<file path="config.mk">
export PLATFORM = sky130hd
export DESIGN_NAME = rdback_serializer
export DESIGN_NICKNAME = d
export VERILOG_FILES = /design/src/rtl/rdback_serializer.sv
export SDC_FILE = /design/constraint.sdc
export NUM_CORES = 1
export LEC_CHECK = 0
export ABC_AREA = 1
export BUFFER_PORTS_ARGS = -buffer_cell sky130_fd_sc_hd__buf_2
export CORE_MARGIN = 5
export CORE_UTILIZATION = 30
export CTS_CLUSTER_DIAMETER = 100
export DETAILED_ROUTE_END_ITERATION = 8
export GPL_ROUTABILITY_DRIVEN = 0
export PLACE_DENSITY_LB_ADDON = 0.05
export SLEW_MARGIN = 10
export SYNTH_ARGS = -nofsm -noshare
export SYNTH_HDL_FRONTEND = slang
export SYNTH_SLANG_ARGS = --single-unit
</file>
<file path="constraint.sdc">
create_clock -name clk -period 2.1 [get_ports clk]
set_input_delay 0.315 -clock clk [delete_from_list [all_inputs] [get_ports clk]]
set_output_delay 0.315 -clock clk [all_outputs]
set_load 0.005 [all_outputs]
</file>
<file path="src/rtl/rdback_serializer.sv">
// Drains the read-back FIFO one entry at a time and streams each entry to the host
// as NBEATS HOST_WIDTH-bit beats, least significant slice first.
module rdback_serializer #(
    parameter int DQ_WIDTH   = 64,
    parameter int HOST_WIDTH = 32,
    parameter int LEN_WIDTH  = 16
) (
    input  logic                  clk,
    input  logic                  rst,
    input  logic                  rdback_fifo_empty,
    output logic                  rdback_fifo_rden,
    input  logic [4*DQ_WIDTH-1:0] rdback_data,
    input  logic                  burst_start,
    input  logic [LEN_WIDTH-1:0]  burst_len,
    output logic [HOST_WIDTH-1:0] host_data,
    output logic                  host_valid,
    input  logic                  host_ready,
    output logic                  host_last,
    output logic                  busy,
    output logic [LEN_WIDTH-1:0]  entries_sent
);
    localparam int ENTRY_WIDTH = 4 * DQ_WIDTH;
    localparam int NBEATS      = ENTRY_WIDTH / HOST_WIDTH;
    localparam int BEAT_WIDTH  = (NBEATS > 1) ? $clog2(NBEATS) : 1;
    localparam logic [BEAT_WIDTH-1:0] LAST_BEAT = BEAT_WIDTH'(NBEATS - 1);

    typedef enum logic [1:0] {IDLE, FETCH, LOAD, SEND} state_t;

    state_t                 state_reg, state_next;
    logic [ENTRY_WIDTH-1:0] shift_reg, shift_next;
    logic [BEAT_WIDTH-1:0]  beat_reg, beat_next;
    logic [LEN_WIDTH-1:0]   remaining_reg, remaining_next;
    logic [LEN_WIDTH-1:0]   sent_reg, sent_next;
    logic                   busy_reg, busy_next;
    logic                   beat_fire;

    always_ff @(posedge clk) begin
        if (rst) begin
            state_reg     <= IDLE;
            shift_reg     <= '0;
            beat_reg      <= '0;
            remaining_reg <= '0;
            sent_reg      <= '0;
            busy_reg      <= 1'b0;
        end else begin
            state_reg     <= state_next;
            shift_reg     <= shift_next;
            beat_reg      <= beat_next;
            remaining_reg <= remaining_next;
            sent_reg      <= sent_next;
            busy_reg      <= busy_next;
        end
    end

    always_comb begin
        state_next     = state_reg;
        shift_next     = shift_reg;
        beat_next      = beat_reg;
        remaining_next = remaining_reg;
        sent_next      = sent_reg;
        busy_next      = busy_reg;
        beat_fire      = (state_reg == SEND) && host_ready;

        case (state_reg)
            IDLE: begin
                // Zero-length requests never start a transfer.
                if (burst_start && (burst_len != '0)) begin
                    remaining_next = burst_len;
                    sent_next      = '0;
                    busy_next      = 1'b1;
                    state_next     = FETCH;
                end
            end
            FETCH: begin
                if (!rdback_fifo_empty) begin
                    state_next = LOAD;
                end
            end
            LOAD: begin
                // Standard-mode FIFO: data popped in FETCH is presented now.
                shift_next = rdback_data;
                beat_next  = '0;
                state_next = SEND;
            end
            SEND: begin
                if (beat_fire) begin
                    shift_next = shift_reg >> HOST_WIDTH;
                    beat_next  = beat_reg + 1'b1;
                    if (beat_reg == LAST_BEAT) begin
                        sent_next      = sent_reg + 1'b1;
                        remaining_next = remaining_reg - 1'b1;
                        if (remaining_reg == LEN_WIDTH'(1)) begin
                            busy_next  = 1'b0;
                            state_next = IDLE;
                        end else begin
                            state_next = FETCH;
                        end
                    end
                end
            end
            default: state_next = IDLE;
        endcase
    end

    assign rdback_fifo_rden = (state_reg == FETCH) && !rdback_fifo_empty;
    assign host_valid       = (state_reg == SEND);
    assign host_data        = shift_reg[HOST_WIDTH-1:0];
    assign host_last        = (state_reg == SEND) && (beat_reg == LAST_BEAT) &&
                              (remaining_reg == LEN_WIDTH'(1));
    assign busy             = busy_reg;
    assign entries_sent     = sent_reg;

endmodule

</file>
==> results of run 1 <==
area by class of cell:
type / count / area (sq um)
Tap cell: 592 / 741
Fill cell: 4892 / 27500
Inverter: 29 / 125
Clock buffer: 52 / 1080
Antenna cell: 3 / 7.51
Timing Repair Buffer: 373 / 2230
Multi-Input combinational cell: 1344 / 6470
Clock inverter: 13 / 96.3
Sequential cell: 294 / 5890
placed cells by master (no fill, tap or decap), drive strengths merged, types with 12 or more instances in the layout:
cell type and n:
xor2 12, nand2 624, inv 29, o21ai 237, a31oi 224, dfxtp 294, a21oi 66, nand3 63
buf 370, nor2 83, clkbuf 52
cell families (layout without fill, tap and decap cells):
kind of cell    Yosys count  in the layout  synth area share [%]
xor+xnor                 14             14                 0.919
buf+inv                 215            467                  8.25
simple gates            785            786                  23.4
other cells               0              3                     0
fa+ha+maj                10             10                 0.938
mux                       3              3                 0.225
flops                   294            294                  44.1
compound gates          531            531                  22.2
what timing repair did:
item / 4_1_cts / 5_1_grt
endpoints found under the hold margin: 2 / 0
setup buffers: 5 / 9
cloned: 1 / 1
pin swaps: 6 / 7
hold buffers: 2 / 0
gates resized for setup: 13 / 21
endpoints found under the setup margin: 2 / 167
how the worst min path moves through the flow:
stage,start,slack [ns],to,cells after the start
6_report,rdback_data[186],0.03,shift_reg[186],3
5_1_grt,rdback_data[217],0.02,shift_reg[217],3
4_1_cts,rdback_data[117],0.0003,shift_reg[117],3
3_5_place_dp,beat_reg[0],0.45,beat_reg[0],1
3_3_place_gp,beat_reg[0],0.44,beat_reg[0],1
2_1_floorplan,beat_reg[0],0.43,beat_reg[0],1
stage by stage:
step / utilization [%] / setup slack, ns
after floorplan: - / 0.446
after global placement: 34.4 / 0.213
after detailed placement: 34.4 / 0.149
after CTS: 37.4 / -0.106
after global routing: 37.7 / -0.0868
final: 37.7 / 0.0329
worst max-delay path, stage by stage (launching register included):
cell and delay [ns]:
dfxtp_1 0.35, nor2_2 0.15, inv_2 0.08, nor2_2 0.12, nand3_2 0.10, nor2_4 0.12
and3_4 0.19, buf_6 0.09
power groups by stage:
stage                     combinational [mW]  clock, mW  sequential [mW]
after floorplan                         5.14          0             8.49
after global placement                  6.44          0             8.93
after detailed placement                6.53          0             8.92
after CTS                               6.68       6.46             8.85
after global routing                    7.74       6.68             9.12
final                                   6.80       6.26             8.87
layer usage:
metal,part of all wire (%),vias up,routed length [um]
met2,43,331,21000
met5,0.13,-,62
met4,2.2,10,1060
li1,-,6739,-
met1,50,6089,24500
met3,4.7,69,2300
==> results.md, run 1 <==
* Status: finished, final reports clean
* Grt total ovfl at 0
* Share of post-route cells with drive strength above 1 at about 22%
* Cts bufs inserted at 37
* Max-cap violations at 0
* Psw at just under 8 mW
* Slew @ Worst Pin at approximately 0.73 ns
* Clock transition at the registers of the reported paths at ~0.060 ns
* CP Class: reg2out
* Met2 Use GR at ~28%
* WP data required at roughly 1.8 ns
* Hold WS at 0.0293 ns
* Worst R2R End: shift_reg[16]
* Mapped cell area at ~13000 sq um
* Worst Path Max Fanout at 5
* Logic gate share of total power at 31.0%
* GRT busiest layer: met2
* FF+latch count, synth at between 200 and 300
* Final setup viols at 0
* Maximum number of pins on one net before global-route repair at 93
* CORE AREA at approximately 44000 sq um
* EDFF count, synth at 0
* Synth top area share at approximately 44%
* Post-synth top area cell: dfxtp_1
* Clock skew at 0.0340 ns
* Wirelength, routed at around 49000 um
* Internal power at 14.0 mW
* DP HPWL at between 30000 and 40000 um
* Clock Path Buffers at 3
* Data arrival time of the worst path at roughly 1.8 ns
* Finished Cell Area at ~17000 sq um
* CP Capture Type: primary output
* GRT met3 Usage at under 10%
* WL/cell at 18.1 um
* Post-synth cell types at 34
* Vias in the first global route at around 13000
* R2R cell count at 9
* Most common cell in the netlist: nand2_1
* Die Y at approximately 220 um
* RSZ-0062 raised after global routing: yes
* Syn Nets at ~2100
* Flop pwr share at between 40 and 50%
* Clk_lat worst skew at 0.56 ns
* CTS tree: built
* Avg Cell Area, Syn at 7.20 sq um
* TNS Setup at 0 ns
* Root buf cell: clkbuf_16
* Design Power at between 20 and 25 mW
* Final #Nets at roughly 2400
* Relative slew slack at about half
* Total Routing Usage GR at between 10% and 20%
* DIE AREA at between 40000 and 50000 sq um
* Setup slack, reg-to-reg at about 0.15 ns
* Sequential share of the synthesized area at between 40 and 50%
* Clock sinks at ~290
* Max-slew violations at 0
* Crit start category: flop
* CP Launch Point: remaining_reg[4]
* Initial DRC Count at 908
* IO Port Bufs at about 330
* Post-synthesis async set-or-reset flop share at 0%
* Ports at about 330
* Initial antenna violation count at 8
* Dpl cells at 2614
* RR Startpoint: state_reg[0]
* H-Tree Depth at 2
* Fmax at ~480 MHz
* Clock Power Share at around 28%
* Post-synthesis instance total at about 1900
* Area growth from synthesis to layout at 24.8%
* Power per cell area at between 1000 and 1500 nW/um^2
* Post-DP Area at around 15000 sq um
* Via Count at about 13000
* CP endpoint: host_last
* Met1 usage at between 20% and 30%
* Ys Warns at 0
* First-pass GRT wire length at around 75000 um
* DRT antenna net count at 0
* Fin cells at 2700
* Switch share at 36.1%
* Lkg Pwr at 7.05 nW
* Dominant synthesized flop cell: dfxtp_1
* Post-route minimum period at roughly 2.1 ns
* Worst vdd ir at 0.404 mV
* DR pass1 iterations at 5
* Hold Path Class: in2reg
* Via density per instance at 4.90
* Max reg flops at about 260
* Synth area leaders: dfxtp_1 (44%), nand2_1 (17%), a31oi_1 (11%), o21ai_0 (8.9%), buf_2 (3.1%)
* Final Hold Fails at 0
* Initial Util at between 30% and 40%
* Die width at 221 um
* DR DRC count at 0
* # rows at 77
* Synth cell count leaders: nand2_1 (620), dfxtp_1 (294), o21ai_0 (236)
* Tcrit/Tclk final at 98.4%
Note: power is estimated with default switching activity, not from simulation.
==> run 2: changes to the inputs <==
==> constraint.sdc (replaced) <==
create_clock -name clk -period 2.35 [get_ports clk]
set_input_delay 0.3525 -clock clk [delete_from_list [all_inputs] [get_ports clk]]
set_output_delay 0.3525 -clock clk [all_outputs]
set_load 0.005 [all_outputs]
==> results.md, run 2 (synthesis results as in run 1) <==
* Lkg Pwr at 6.92 nW (-1.9%)
* Logic gate share of total power at 29.8% (-1.2 points)
* Clock transition at the registers of the reported paths at 0.06 ns (about the same)
* Die Y at 221 um (unchanged)
* Internal power at 12.5 mW (-11%)
* Die width at 221 um (unchanged)
* Design Power at 19.4 mW (-11%)
* DIE AREA at 48800 sq um (unchanged)
* Area growth from synthesis to layout at 22.8%
* Max-cap violations at 0 (unchanged)
* WL/cell at 18.2 um (+0.38%)
* Crit start category: flop
* Crit-path cells: inv_2 > ha_4 > nand2_1 > nor3_2 > nand3_1 > nor2_2 > and3_4 > buf_6
* Clk_lat worst skew at 0.55 ns (about the same)
* Register Area at 5890 sq um (about the same)
* Hold buffers post-CTS at 0 (-2)
* Hold WS at 0.0649 ns (+0.0357 ns)
* Max reg flops at 256 (unchanged)
* Final core occ at 37.1% (-0.62 points)
* Flop pwr share at 40.9% (+0.5 points)
* First-pass GRT wire length at 75400 um (+0.53%)
* Tcrit/Tclk final at 95.8%
* DP HPWL at 32400 um (-2.2%)
* Hold Path Class: in2reg
* Root buf cell: clkbuf_16
* Wirelength, routed at 48600 um (-0.66%)
* CTS tree: built
* Maximum number of pins on one net before global-route repair at 166 (+78%)
* Dpl cells at 2606 (-0.31%)
* Total Routing Usage GR at 19.0% (+0.083 points)
* Via density per instance at 4.92 (+0.36%)
* IO Port Bufs at 328 (unchanged)
* Vias in the first global route at 12712 (+0.97%)
* Final setup viols at 0 (unchanged)
* Power per cell area at 1190 nW/um^2 (-9.9%)
* CP Class: reg2out
* CP Capture Type: primary output
* CORE AREA at 44100 sq um (unchanged)
* Fin cells at 2672 (-1.0%)
* Area of the multi-input gates at 6400 sq um (-0.99%)
* Post-route minimum period at 2.25 ns
* Share of post-route cells with drive strength above 1 at 20.5% (-1.5 points)
* Cts bufs inserted at 37 (unchanged)
* TNS Setup at 0 ns (unchanged)
* DRT antenna net count at 0 (unchanged)
* R2R cell count at 6 (-3)
* H-Tree Depth at 2 (unchanged)
* Slew @ Worst Pin at 0.728 ns (+0.0000764 ns)
* Post-DP Area at 15100 sq um (-0.73%)
* Final Hold Fails at 0 (unchanged)
* Status: finished, final reports clean
* Finished Cell Area at 16400 sq um (-1.6%)
* Most frequent cells in the layout: nand2_1 (620), buf_2 (327), dfxtp_1 (292)
* Fill count at 4928 (+0.74%)
* Final WS setup at 0.0976 ns (+0.0647 ns)
* Commonest non-fill, non-tap cell in the layout: nand2_1
* Worst Path Max Fanout at 3 (-2)
* Hold Path Stages at 3 (unchanged)
* Data arrival time of the worst path at 1.90 ns (+0.15 ns)
* Initial Util at 30.2% (unchanged)
* Final #Nets at 2343 (-0.97%)
* Ports at 329 (unchanged)
* Max-slew violations at 0 (unchanged)
* DR DRC count at 0 (unchanged)
* WP data required at 2.00 ns (+0.22 ns)
* Relative slew slack at 51.5% (about the same)
* Initial DRC Count at 1029 (+13%)
* Clock Path Buffers at 3 (unchanged)
* Grt total ovfl at 0 (unchanged)
* # rows at 77 (unchanged)
* Switch share at 35.9% (-0.14 points)
* DR pass1 iterations at 5 (unchanged)
* Clock sinks at 294 (unchanged)
* CP peak stage delay at 0.33 ns (-0.02 ns)
* Clock skew at 0.0266 ns (-0.00737 ns)
* Pre-CTS setup slack at 0.263 ns (+0.114 ns)
* Worst vdd ir at 0.632 mV (+57%)
* Via Count at 13148 (-0.68%)
* Clock Power Share at 29.4% (+0.9 points)
* Psw at 6.99 mW (-12%)
* Highest-delay cell along the critical path: dfxtp_2
* Fmax at approximately 440 MHz
* Initial antenna violation count at 7 (-1)
-- run 2: changes by cell type in the layout (fill, tap and decap cells not counted), moves of 3 or more --
cell,delta
nand2_1,+3
dfxtp_2,-3
clkinv_2,-6
dfxtp_1,+3
buf_4,-14
buf_6,-3
nor2_1,+4
buf_12,-3
-- run 2: worst paths after layout --
kind / to / start / slack (ns)
setup reg to reg: shift_reg[42] / state_reg[0] / 0.16
hold reg to reg: shift_reg[232] / shift_reg[232] / 0.46
setup / recovery: host_last / remaining_reg[1] / 0.1
hold / removal: shift_reg[157] / rdback_data[157] / 0.06
-- run 2: area by class of cell --
cell class,instances,area share (%)
sequential,294,36.0
inverter,29,0.741
multi-input combinational,1343,39.1
antenna,2,0.0306
timing repair buffer,351,12.3
clock inverter,7,0.543
clock buffer,54,6.79
tap,592,4.52
-- run 2: worst max-delay path: cells and delay by family (launching register included) --
| kind | cells | cell delay (ns) |
|---|---|---|
| AND/OR/NAND/NOR | 5 | 0.74 |
| flip-flops | 1 | 0.33 |
| adder cells (fa/ha/maj) | 1 | 0.13 |
| buffers and inverters | 2 | 0.17 |
-- run 2: metal layers --
metal	GRT usage, %	up-vias	share of wire, %
met5	0	-	0.14
li1	-	6686	-
met1	27.6	6076	49
met4	4.42	10	1.9
met2	28.3	318	43
met3	4.69	58	5.7
-- run 2: power by group through the flow --
stage	Sequential, mW	Combinational, mW	Clock (mW)
after floorplan	7.59	4.59	0
after global placement	8.02	5.66	0
after detailed placement	8.01	5.74	0
after CTS	7.94	5.82	5.90
after global routing	8.18	6.62	6.13
final	7.95	5.79	5.71
-- run 2: repair_timing --
item | CTS | global route
endpoints found under the setup margin | 2 | 4
cloned | 1 | 0
pin swaps | 0 | 3
setup buffers | 0 | 2
gates resized for setup | 6 | 10
==> run 3: changes to the inputs <==
--- a/config.mk
+++ b/config.mk
@@ -7,7 +7,7 @@
 export LEC_CHECK = 0
 export ABC_AREA = 1
 export BUFFER_PORTS_ARGS = -buffer_cell sky130_fd_sc_hd__buf_2
-export CORE_MARGIN = 5
+export CORE_MARGIN = 4
 export CORE_UTILIZATION = 30
 export CTS_CLUSTER_DIAMETER = 100
 export DETAILED_ROUTE_END_ITERATION = 8
==> constraint.sdc (replaced) <==
create_clock -name clk -period 2.3 [get_ports clk]
set_input_delay 0.345 -clock clk [delete_from_list [all_inputs] [get_ports clk]]
set_output_delay 0.345 -clock clk [all_outputs]
set_load 0.005 [all_outputs]
==> results.md, run 3 (synthesis results as in run 1) <==
* Status: finished, final reports clean
* Final core occ at 37.9% (+0.83 points)
* Vias in the first global route at 12591 (-0.95%)
* Fill count at 4869 (-1.2%)
* Initial Util at 30.6% (+0.40 points)
* CORE AREA at 43600 sq um (-1.3%)
* Die Y at 219 um (-0.91%)
* Crit start category: flop
* Tcrit/Tclk final at between 90% and 100%
* Root buf cell: clkbuf_16
* Clk_lat worst skew at 0.55 ns (about the same)
* Initial DRC Count at 837 (-19%)
* Initial antenna violation count at 14 (+7)
* H-Tree Depth at 2 (unchanged)
* Buf/Inv on CP at 2 (unchanged)
* Hold Crit Start: rdback_data[131]
* CP peak stage delay at 0.33 ns (about the same)
* Hold WS at 0.0621 ns (-0.00279 ns)
* Most frequent cells in the layout: nand2_1 (619), buf_2 (327), dfxtp_1 (290)
* Crit-path cells: inv_2 > ha_4 > nand2_4 > nor3_4 > nand3_2 > nor2_4 > and3_4 > buf_6
* Share of post-route cells with drive strength above 1 at 21.0% (+0.45 points)
* WP data required at 1.96 ns (-0.04 ns)
* Ports at 329 (unchanged)
* Hold Path Class: in2reg
* Post-route minimum period at about 2.2 ns
* Relative slew slack at 40.2% (-11 points)
* Worst vdd ir at 0.795 mV (+26%)
* Final Hold Fails at 0 (unchanged)
* IO Port Bufs at 328 (unchanged)
* Worst Path Max Fanout at 3 (unchanged)
* Data arrival time of the worst path at 1.89 ns (about the same)
* Fmax at ~450 MHz
* CTS tree: built
* DRT antenna net count at 0 (unchanged)
* Grt total ovfl at 0 (unchanged)
* RSZ-0062 raised after global routing: yes
* WL/cell at 17.8 um (-2.3%)
* Power per cell area at 1220 nW/um^2 (+2.6%)
* CP Class: reg2out
* Cts bufs inserted at 37 (unchanged)
* Hold Path Stages at 3 (unchanged)
* Area growth from synthesis to layout at 23.9%
* Clock sinks at 294 (unchanged)
* CP Capture Type: primary output
* DP HPWL at 31700 um (-2.3%)
* Largest delay share family, worst path: simple AND/OR/NAND/NOR gates
* Via Count at 13102 (-0.35%)
* Highest-delay cell along the critical path: dfxtp_2
* First-pass GRT wire length at 73200 um (-2.9%)
* Maximum number of pins on one net before global-route repair at 181 (+9.0%)
* # rows at 76 (-1.3%)
* Worst R2R End: shift_reg[205]
* Wirelength, routed at 47600 um (-2.1%)
* Via density per instance at 4.89 (-0.65%)
* Total Routing Usage GR at 19.1% (+0.14 points)
* Setup slack, reg-to-reg at 0.19 ns (+0.03 ns)
* Max-slew violations at 0 (unchanged)
* Lkg Pwr at 6.97 nW (+0.86%)
* Clock Path Buffers at 3 (unchanged)
* R2R cell count at 6 (unchanged)
* DIE AREA at 47900 sq um (-1.8%)
* Commonest non-fill, non-tap cell in the layout: nand2_1
* Final setup viols at 0 (unchanged)
* DR pass1 iterations at 5 (unchanged)
* DR DRC count at 0 (unchanged)
* Max-cap violations at 0 (unchanged)
* Hold buffers post-CTS at 0 (unchanged)
* Slew @ Worst Pin at 0.897 ns (+0.169 ns)
* Die width at 219 um (-0.91%)
* Worst hold endpoint: shift_reg[131]
* Max reg flops at 256 (unchanged)
* RR Startpoint: state_reg[1]
* Clock skew at 0.0105 ns (-0.0161 ns)
* Final #Nets at 2348 (+0.21%)
* Clock transition at the registers of the reported paths at 0.06 ns (about the same)
## run 3: repair_timing
item | CTS | global route
gates cloned | 2 | 0
hold endpoints to repair | 0 | 0
endpoints found under the setup margin | 2 | 1
setup buffers | 0 | 2
pin swaps | 1 | 5
gates resized for setup | 7 | 15
## run 3: worst max path at each step
stage,from,endpoint,slack [ns],cells after the start
2_1_floorplan,state_reg[0],host_last,0.62,5
3_3_place_gp,state_reg[0],remaining_reg[12],0.24,9
3_5_place_dp,state_reg[0],remaining_reg[12],0.23,9
4_1_cts,remaining_reg[1],host_last,0.009,8
5_1_grt,remaining_reg[1],host_last,-0.05,8
6_report,remaining_reg[1],host_last,0.06,8
## run 3: area by class of cell
class                   instances  area [sq um]  area share (%)
clock inverters                 8           144           0.871
flip-flops and latches        294          5890            35.7
clock buffers                  56          1120            6.78
repair buffers                356          2060            12.5
multi-input cells            1343          6430            38.9
diodes                          9          22.5           0.136
inverters                      29           121           0.734
well taps                     585           732            4.43
## run 3: per-layer routing
layer  track usage (%)  vias to the layer above  share of wire, %
li1                  -                     6710                 -
met1              27.5                     6033                49
met4              5.75                       10               1.9
met2              28.6                      284                43
met3              4.18                       65               5.6
met5                 0                        -              0.12
## run 3: through the flow
stage          std cells  setup WS (ns)  TNS [ns]  power (mW)  cell area, sq um
5_1_grt             2677        -0.0466   -0.0466        21.7             16500
6_report            2680         0.0633         0        20.1             16500
3_5_place_dp        2603          0.232         0        14.0             15100
4_1_cts             2669        0.00923         0        20.4             16400
2_1_floorplan       1852          0.616         0        12.4             13300
3_3_place_gp        2603          0.236         0        14.0             15100
## run 3: where the power goes
group          internal [mW]  switching [mW]
Combinational           2.24            3.67
Clock                   3.79            2.28
Sequential              7.00            1.14
Total                   13.0            7.10
## run 3: worst reg2reg max path, stage by stage (launching register included)
cell	delay, ns
dfxtp_2	0.38
ha_4	0.30
nand2_1	0.21
nand2_8	0.16
buf_4	0.58
o21ai_0	0.21
a31oi_1	0.19
